## src/rtl/servo_pwm_decoder.sv

```systemverilog
// Measures an incoming hobby-servo PWM line in microsecond ticks and recovers
// the commanded speed level, with range, period and timeout fault reporting.
module servo_pwm_decoder #(
  parameter int TICK_DIV      = 100,
  parameter int MIN_US        = 1000,
  parameter int STEP_US       = 64,
  parameter int LEVEL_MAX     = 15,
  parameter int PERIOD_US     = 20000,
  parameter int PERIOD_TOL_US = 2000
) (
  input  logic        clk_100mhz,
  input  logic        rst,
  input  logic        pwm_in,
  output logic [3:0]  level,
  output logic [11:0] pulse_us,
  output logic [14:0] period_us,
  output logic        level_valid,
  output logic        err_range,
  output logic        err_period,
  output logic        timeout,
  output logic        locked
);

  localparam int PW = (TICK_DIV > 1) ? $clog2(TICK_DIV) : 1;
  localparam logic [PW-1:0] PRESC_MAX     = PW'(TICK_DIV - 1);
  localparam logic [15:0]   TIMEOUT_TICKS = 16'(2 * PERIOD_US);
  localparam logic [15:0]   PER_LO        = 16'(PERIOD_US - PERIOD_TOL_US);
  localparam logic [15:0]   PER_HI        = 16'(PERIOD_US + PERIOD_TOL_US);
  localparam logic [12:0]   HALF_STEP     = 13'(STEP_US / 2);
  localparam logic [12:0]   STEP_W        = 13'(STEP_US);
  localparam logic [12:0]   W_LO          = 13'(MIN_US);
  localparam logic [12:0]   W_HI          = 13'(MIN_US + (LEVEL_MAX + 1) * STEP_US);
  localparam logic [4:0]    CALC_LAST     = 5'(LEVEL_MAX + 1);

  typedef enum logic [1:0] {S_IDLE, S_HIGH, S_LOW} state_e;

  function automatic logic [14:0] sat15(input logic [15:0] v);
    logic [14:0] r;
    if (v[15]) begin
      r = 15'h7FFF;
    end else begin
      r = v[14:0];
    end
    return r;
  endfunction

  state_e        state_q, state_d;
  logic          sync1_q, sync1_d, sync2_q, sync2_d, prev_q, prev_d;
  logic [PW-1:0] presc_q, presc_d;
  logic [11:0]   hi_q, hi_d, hi_inc;
  logic [15:0]   per_q, per_d, per_inc;
  logic          calc_busy_q, calc_busy_d;
  logic [4:0]    calc_cnt_q, calc_cnt_d;
  logic [12:0]   rem_q, rem_d, w_s;
  logic [3:0]    lvl_q, lvl_d;
  logic          rng_q, rng_d, perr_q, perr_d;
  logic [11:0]   hold_hi_q, hold_hi_d;
  logic [15:0]   hold_per_q, hold_per_d;
  logic [3:0]    level_q, level_d;
  logic [11:0]   pulse_q, pulse_d;
  logic [14:0]   period_q, period_d;
  logic          valid_q, valid_d, erng_q, erng_d, eper_q, eper_d;
  logic          tmo_q, tmo_d, locked_q, locked_d;
  logic          rise_s, fall_s, tick_s, start_s, abort_s, done_s, to_fire_s;

  // Input synchronizer, edge detect and microsecond prescaler.
  always_comb begin
    sync1_d = pwm_in;
    sync2_d = sync1_q;
    prev_d  = sync2_q;
    rise_s  = sync2_q & ~prev_q;
    fall_s  = ~sync2_q & prev_q;
    tick_s  = (presc_q == PRESC_MAX);
    if (tick_s) begin
      presc_d = '0;
    end else begin
      presc_d = presc_q + {{(PW-1){1'b0}}, 1'b1};
    end
  end

  // Frame measurement FSM; a rise in LOW both ends one frame and opens the next.
  always_comb begin
    state_d   = state_q;
    hi_d      = hi_q;
    per_d     = per_q;
    start_s   = 1'b0;
    to_fire_s = 1'b0;
    if (hi_q == 12'hFFF) begin
      hi_inc = hi_q;
    end else begin
      hi_inc = hi_q + 12'd1;
    end
    if (per_q == 16'hFFFF) begin
      per_inc = per_q;
    end else begin
      per_inc = per_q + 16'd1;
    end
    case (state_q)
      S_IDLE: begin
        if (rise_s) begin
          state_d = S_HIGH;
          hi_d    = 12'd0;
          per_d   = 16'd0;
        end else begin
          state_d = S_IDLE;
        end
      end
      S_HIGH: begin
        if (per_q >= TIMEOUT_TICKS) begin
          state_d   = S_IDLE;
          to_fire_s = 1'b1;
        end else begin
          if (tick_s) begin
            hi_d  = hi_inc;
            per_d = per_inc;
          end else begin
            hi_d  = hi_q;
          end
          if (fall_s) begin
            state_d = S_LOW;
          end else begin
            state_d = S_HIGH;
          end
        end
      end
      S_LOW: begin
        if (rise_s) begin
          start_s = 1'b1;
          hi_d    = 12'd0;
          per_d   = 16'd0;
          state_d = S_HIGH;
        end else if (per_q >= TIMEOUT_TICKS) begin
          state_d   = S_IDLE;
          to_fire_s = 1'b1;
        end else if (tick_s) begin
          per_d = per_inc;
        end else begin
          per_d = per_q;
        end
      end
      default: begin
        state_d = S_IDLE;
      end
    endcase
  end

  // Calc engine: rounded level by repeated subtraction, fixed-length run.
  always_comb begin
    calc_busy_d = calc_busy_q;
    calc_cnt_d  = calc_cnt_q;
    rem_d       = rem_q;
    lvl_d       = lvl_q;
    rng_d       = rng_q;
    perr_d      = perr_q;
    hold_hi_d   = hold_hi_q;
    hold_per_d  = hold_per_q;
    abort_s     = 1'b0;
    done_s      = 1'b0;
    w_s         = {1'b0, hi_q} + HALF_STEP;
    if (start_s) begin
      abort_s     = calc_busy_q;
      calc_busy_d = 1'b1;
      calc_cnt_d  = 5'd0;
      hold_hi_d   = hi_q;
      hold_per_d  = per_q;
      lvl_d       = 4'd0;
      rng_d       = (w_s < W_LO) || (w_s >= W_HI);
      perr_d      = (per_q < PER_LO) || (per_q > PER_HI);
      if ((w_s < W_LO) || (w_s >= W_HI)) begin
        rem_d = 13'd0;
      end else begin
        rem_d = w_s - W_LO;
      end
    end else if (calc_busy_q) begin
      if (rem_q >= STEP_W) begin
        rem_d = rem_q - STEP_W;
        lvl_d = lvl_q + 4'd1;
      end else begin
        rem_d = rem_q;
      end
      if (calc_cnt_q == CALC_LAST) begin
        calc_busy_d = 1'b0;
        done_s      = 1'b1;
      end else begin
        calc_cnt_d  = calc_cnt_q + 5'd1;
      end
    end else begin
      calc_busy_d = 1'b0;
    end
  end

  // Registered result, strobes and status flags.
  always_comb begin
    level_d  = level_q;
    pulse_d  = pulse_q;
    period_d = period_q;
    valid_d  = 1'b0;
    erng_d   = 1'b0;
    eper_d   = 1'b0;
    tmo_d    = tmo_q;
    locked_d = locked_q;
    if (abort_s) begin
      eper_d   = 1'b1;
      locked_d = 1'b0;
    end else if (done_s) begin
      pulse_d  = hold_hi_q;
      period_d = sat15(hold_per_q);
      if (rng_q || perr_q) begin
        erng_d   = rng_q;
        eper_d   = perr_q;
        locked_d = 1'b0;
      end else begin
        level_d  = lvl_q;
        valid_d  = 1'b1;
        locked_d = 1'b1;
      end
    end else begin
      valid_d = 1'b0;
    end
    if (to_fire_s) begin
      tmo_d    = 1'b1;
      locked_d = 1'b0;
    end else if (rise_s) begin
      tmo_d = 1'b0;
    end else begin
      tmo_d = tmo_q;
    end
  end

  // Sync flops reset high so a line already high at reset never looks like a rise.
  always_ff @(posedge clk_100mhz) begin
    if (rst) begin
      state_q     <= S_IDLE;
      sync1_q     <= 1'b1;
      sync2_q     <= 1'b1;
      prev_q      <= 1'b1;
      presc_q     <= '0;
      hi_q        <= 12'd0;
      per_q       <= 16'd0;
      calc_busy_q <= 1'b0;
      calc_cnt_q  <= 5'd0;
      rem_q       <= 13'd0;
      lvl_q       <= 4'd0;
      rng_q       <= 1'b0;
      perr_q      <= 1'b0;
      hold_hi_q   <= 12'd0;
      hold_per_q  <= 16'd0;
      level_q     <= 4'd0;
      pulse_q     <= 12'd0;
      period_q    <= 15'd0;
      valid_q     <= 1'b0;
      erng_q      <= 1'b0;
      eper_q      <= 1'b0;
      tmo_q       <= 1'b0;
      locked_q    <= 1'b0;
    end else begin
      state_q     <= state_d;
      sync1_q     <= sync1_d;
      sync2_q     <= sync2_d;
      prev_q      <= prev_d;
      presc_q     <= presc_d;
      hi_q        <= hi_d;
      per_q       <= per_d;
      calc_busy_q <= calc_busy_d;
      calc_cnt_q  <= calc_cnt_d;
      rem_q       <= rem_d;
      lvl_q       <= lvl_d;
      rng_q       <= rng_d;
      perr_q      <= perr_d;
      hold_hi_q   <= hold_hi_d;
      hold_per_q  <= hold_per_d;
      level_q     <= level_d;
      pulse_q     <= pulse_d;
      period_q    <= period_d;
      valid_q     <= valid_d;
      erng_q      <= erng_d;
      eper_q      <= eper_d;
      tmo_q       <= tmo_d;
      locked_q    <= locked_d;
    end
  end

  assign level       = level_q;
  assign pulse_us    = pulse_q;
  assign period_us   = period_q;
  assign level_valid = valid_q;
  assign err_range   = erng_q;
  assign err_period  = eper_q;
  assign timeout     = tmo_q;
  assign locked      = locked_q;

endmodule

```

## config.mk

```make
export PLATFORM = sky130hd
export DESIGN_NAME = servo_pwm_decoder
export DESIGN_NICKNAME = d
export VERILOG_FILES = /design/src/rtl/servo_pwm_decoder.sv
export SDC_FILE = /design/constraint.sdc
export NUM_CORES = 1
export LEC_CHECK = 0
export CAP_MARGIN = 20
export CORE_AREA = 4 4 105 117
export CTS_BUF_LIST = sky130_fd_sc_hd__clkbuf_2
export DETAILED_ROUTE_END_ITERATION = 8
export DIE_AREA = 0 0 109 121
export PLACE_DENSITY = 0.73
export SYNTH_ARGS = -nofsm -noshare
export SYNTH_HDL_FRONTEND = slang
export SYNTH_SLANG_ARGS = --single-unit
```

## constraint.sdc

```tcl
create_clock -name clk_100mhz -period 2.7 [get_ports clk_100mhz]
set_clock_uncertainty 0.05 [all_clocks]
set_input_delay 0.675 -clock clk_100mhz [delete_from_list [all_inputs] [get_ports clk_100mhz]]
set_output_delay 0.675 -clock clk_100mhz [all_outputs]
set_load 0.1 [all_outputs]
```

==> impl_metrics.tcl <==
set metrics [dict create \
    ant_nets 0 \
    die_w_um 109 \
    clockBufferDepth 2 \
    ys_seq_area_frac 0.4345 \
    cts.sinks 129 \
    status "complete, no violations" \
    finalWorstSetupSlack_ns 0.1346 \
    fmax_ghz 0.3898 \
    synthCells 707 \
    fin_cells 903 \
    htree_levels 4 \
    fin_setup_tns_ns 0 \
    synth_top_area_share 0.4345 \
    clk_latency_ns 0.67 \
    fin_crit_ns 2.565 \
    required_ns 3.26 \
    setup-violations-final 0 \
    hold_buffers 0 \
    netlist_top_cells_area "dfxtp_1 43%, nand2_1 6.5%, a21oi_1 5.2%" \
    synth_top_family_by_area "simple AND/OR/NAND/NOR gates" \
    clk_pin_slew_ns 0.20 \
    synth_area_per_cell_um2 8.406 \
    vias 5145 \
    die_y_um 121 \
    nNetsFinal 762 \
    fillCellCount 1018 \
    arrival_ns 3.13 \
    grt_pass1_vias 4599 \
    dieArea_um2 13190 \
    max_slew_margin 0.6068 \
    yosys.area_share.simple 0.2682 \
    yosys.area_share.xor_xnor 0.05453 \
    cellLeakagePower_nw 2.389 \
    first_iter_violations 401 \
    async_reset_ff_frac 0 \
    io_pins 39 \
    synth_seq_cells 129 \
    power_density_nw_per_um2 474.1 \
    yosysUniqueCellTypes 67 \
    ys_warn_count 0 \
    initial_core_util 0.5290 \
    routed_wl_um 13060 \
    crit_type "flop to flop" \
    rows 41 \
    grt_pass1_wl_um 22050 \
    area_growth_pct 11.41 \
    max_stage_delay_ns 0.57 \
    pre_cts_slack_ns 0.2320 \
    clock-root-buffer "clkbuf_2" \
    worst_pin_slew_ns 0.5858 \
    drive_gt1_frac 0.1396 \
    synth_edf_count 0 \
    crit_chain "ha_2, inv_1, or4_1, a32oi_1, a22o_1, a32o_1" \
    final_max_slew_viol_count 0 \
    grt-ovfl-total 0 \
    hold_path.class "input pin to flop" \
    synth_fp_nets 729 \
    maxCapViolCount 0 \
    ff_latch_area_um2 2582 \
    synth_fa_ha_area_frac 0.04000 \
    crit_slowest_cell "dfxtp_1" \
    core_area_um2 11230 \
    power.total_mw 3.139 \
    first_pass_iters 5 \
    yosysMostFrequentCell "dfxtp_1" \
    synthFlopType "dfxtp_1" \
    gp_congestion 0.8980 \
    cp_top_family "compound AO/OA/AOI/OAI gates" \
    path_max_fanout 12 \
    critPathLaunchType "flop" \
    drc 0 \
    finalHoldViolCount 0 \
    min_period_over_period 0.9502 \
    syn_area_um2 5943 \
    multi_input_area_um2 3122 \
    end_kind "flop" \
    grt_max_degree 55 \
    place_hpwl_um 9266 \
    cts_made_buffers 17 \
    io_buffers 38 \
    cts_tree "done" \
    vias_per_cell 5.698 \
    synth_area_leader_cell "dfxtp_1" \
    wire_per_inst_um 14.47 \
    antenna_found_initial 1 \
    place_inst 870 \
    synth_compound_area_frac 0.1535 \
    ir_worst_vdd_mv 0.2685 \
    synthTopCellsByCount "129 x dfxtp_1, 103 x nand2_1, 62 x a21oi_1" \
    synthMuxAreaShare 0.008421 \
    grt.total_usage 0.2067 \
    cp.buffers_inverters 1 \
]
## placed cells by master, fill, tap and decap left out, types with 4 or more instances in the layout
master    instances
buf_4            54
or2_2             5
clkbuf_2         18
nor3_1           39
xor2_1           20
a211oi_1          4
and2_1            8
a32o_1            6
mux2i_1           5
o221ai_1          4
o21ai_0          14
nor4_1            4
a21oi_1          62
nand4_1          13
or3_1             9
or4_1            10
nor2b_1           4
a31oi_1           6
o31ai_1           8
nand2_1         103
inv_1            18
nor2_1           61
and3_1            9
nand3_1          21
ha_1             18
dfxtp_1         129
xnor2_1          17
and4_1            6
clkinv_4          4
## power by group
part | total, mW | internal (mW) | switching, mW | leakage, nW
Combinational | 0.0769 | 0.0220 | 0.0548 | 1.21
Sequential | 1.92 | 1.91 | 0.00473 | 1.04
Clock | 1.14 | 0.423 | 0.721 | 0.134
Total | 3.14 | 2.36 | 0.781 | 2.39
## path summary, 6_finish.rpt
check | to | slack [ns] | cells after the start | startpoint
max | rem_q[9] | 0.13 | 6 | hi_q[6]
min | sync1_q | 0.15 | 2 | rst
max reg2reg | rem_q[9] | 0.13 | 6 | hi_q[6]
min reg2reg | prev_d | 0.39 | 1 | sync1_q
## kinds of logic after synthesis
group	Yosys count
AOI/OAI and AO/OA	138
xor gates and xnor gates	37
adders and majority gates	19
buffers and inverters	62
DFF	129
muxes	5
and+or+nand+nor	317
## final cells by class
| cell class | count | share of cell area |
|---|---|---|
| Clock buffer | 18 | 0.01361 |
| Antenna cell | 1 | 0.0003779 |
| Multi-Input combinational cell | 516 | 0.4715 |
| Clock inverter | 13 | 0.02116 |
| Inverter | 19 | 0.01077 |
| Tap cell | 150 | 0.02834 |
| Sequential cell | 129 | 0.3900 |
| Timing Repair Buffer | 57 | 0.06425 |
## per-stage QoR
stage,hold slack [ns],utilization,cell area [um^2]
after floorplan,0.3395,-,5943
after global placement,0.3423,0.5680,6381
after detailed placement,0.3475,0.5680,6381
after CTS,0.1163,0.5885,6611
after global routing,0.09777,0.5894,6621
final,0.1540,0.5894,6621
## flip-flops by register name (all words and copies together) (netlist names), 2 cells and up
| signal | flops |
|---|---|
| rem_q | 13 |
| pulse_us | 12 |
| per_q | 16 |
| hi_q | 12 |
| hold_per_q | 16 |
| level | 4 |
| lvl_q | 4 |
| hold_hi_q | 12 |
| calc_cnt_q | 5 |
| state_q | 2 |
| period_us | 15 |
| presc_q | 7 |
## repair_timing
item,in CTS,in global routing
gates resized for setup,0,1
setup buffers,0,0
endpoints found under the setup margin,0,7
endpoints found under the hold margin,0,0
## per-layer routing
layer | GRT usage | up-vias | share of wire
li1 | - | 2585 | -
met1 | 0.2866 | 2402 | 0.48
met2 | 0.3164 | 140 | 0.46
met3 | 0.05003 | 18 | 0.046
met4 | 0.06472 | 0 | 0.013
met5 | 0 | - | 0
No activity file was read; power rests on OpenSTA's default activity.
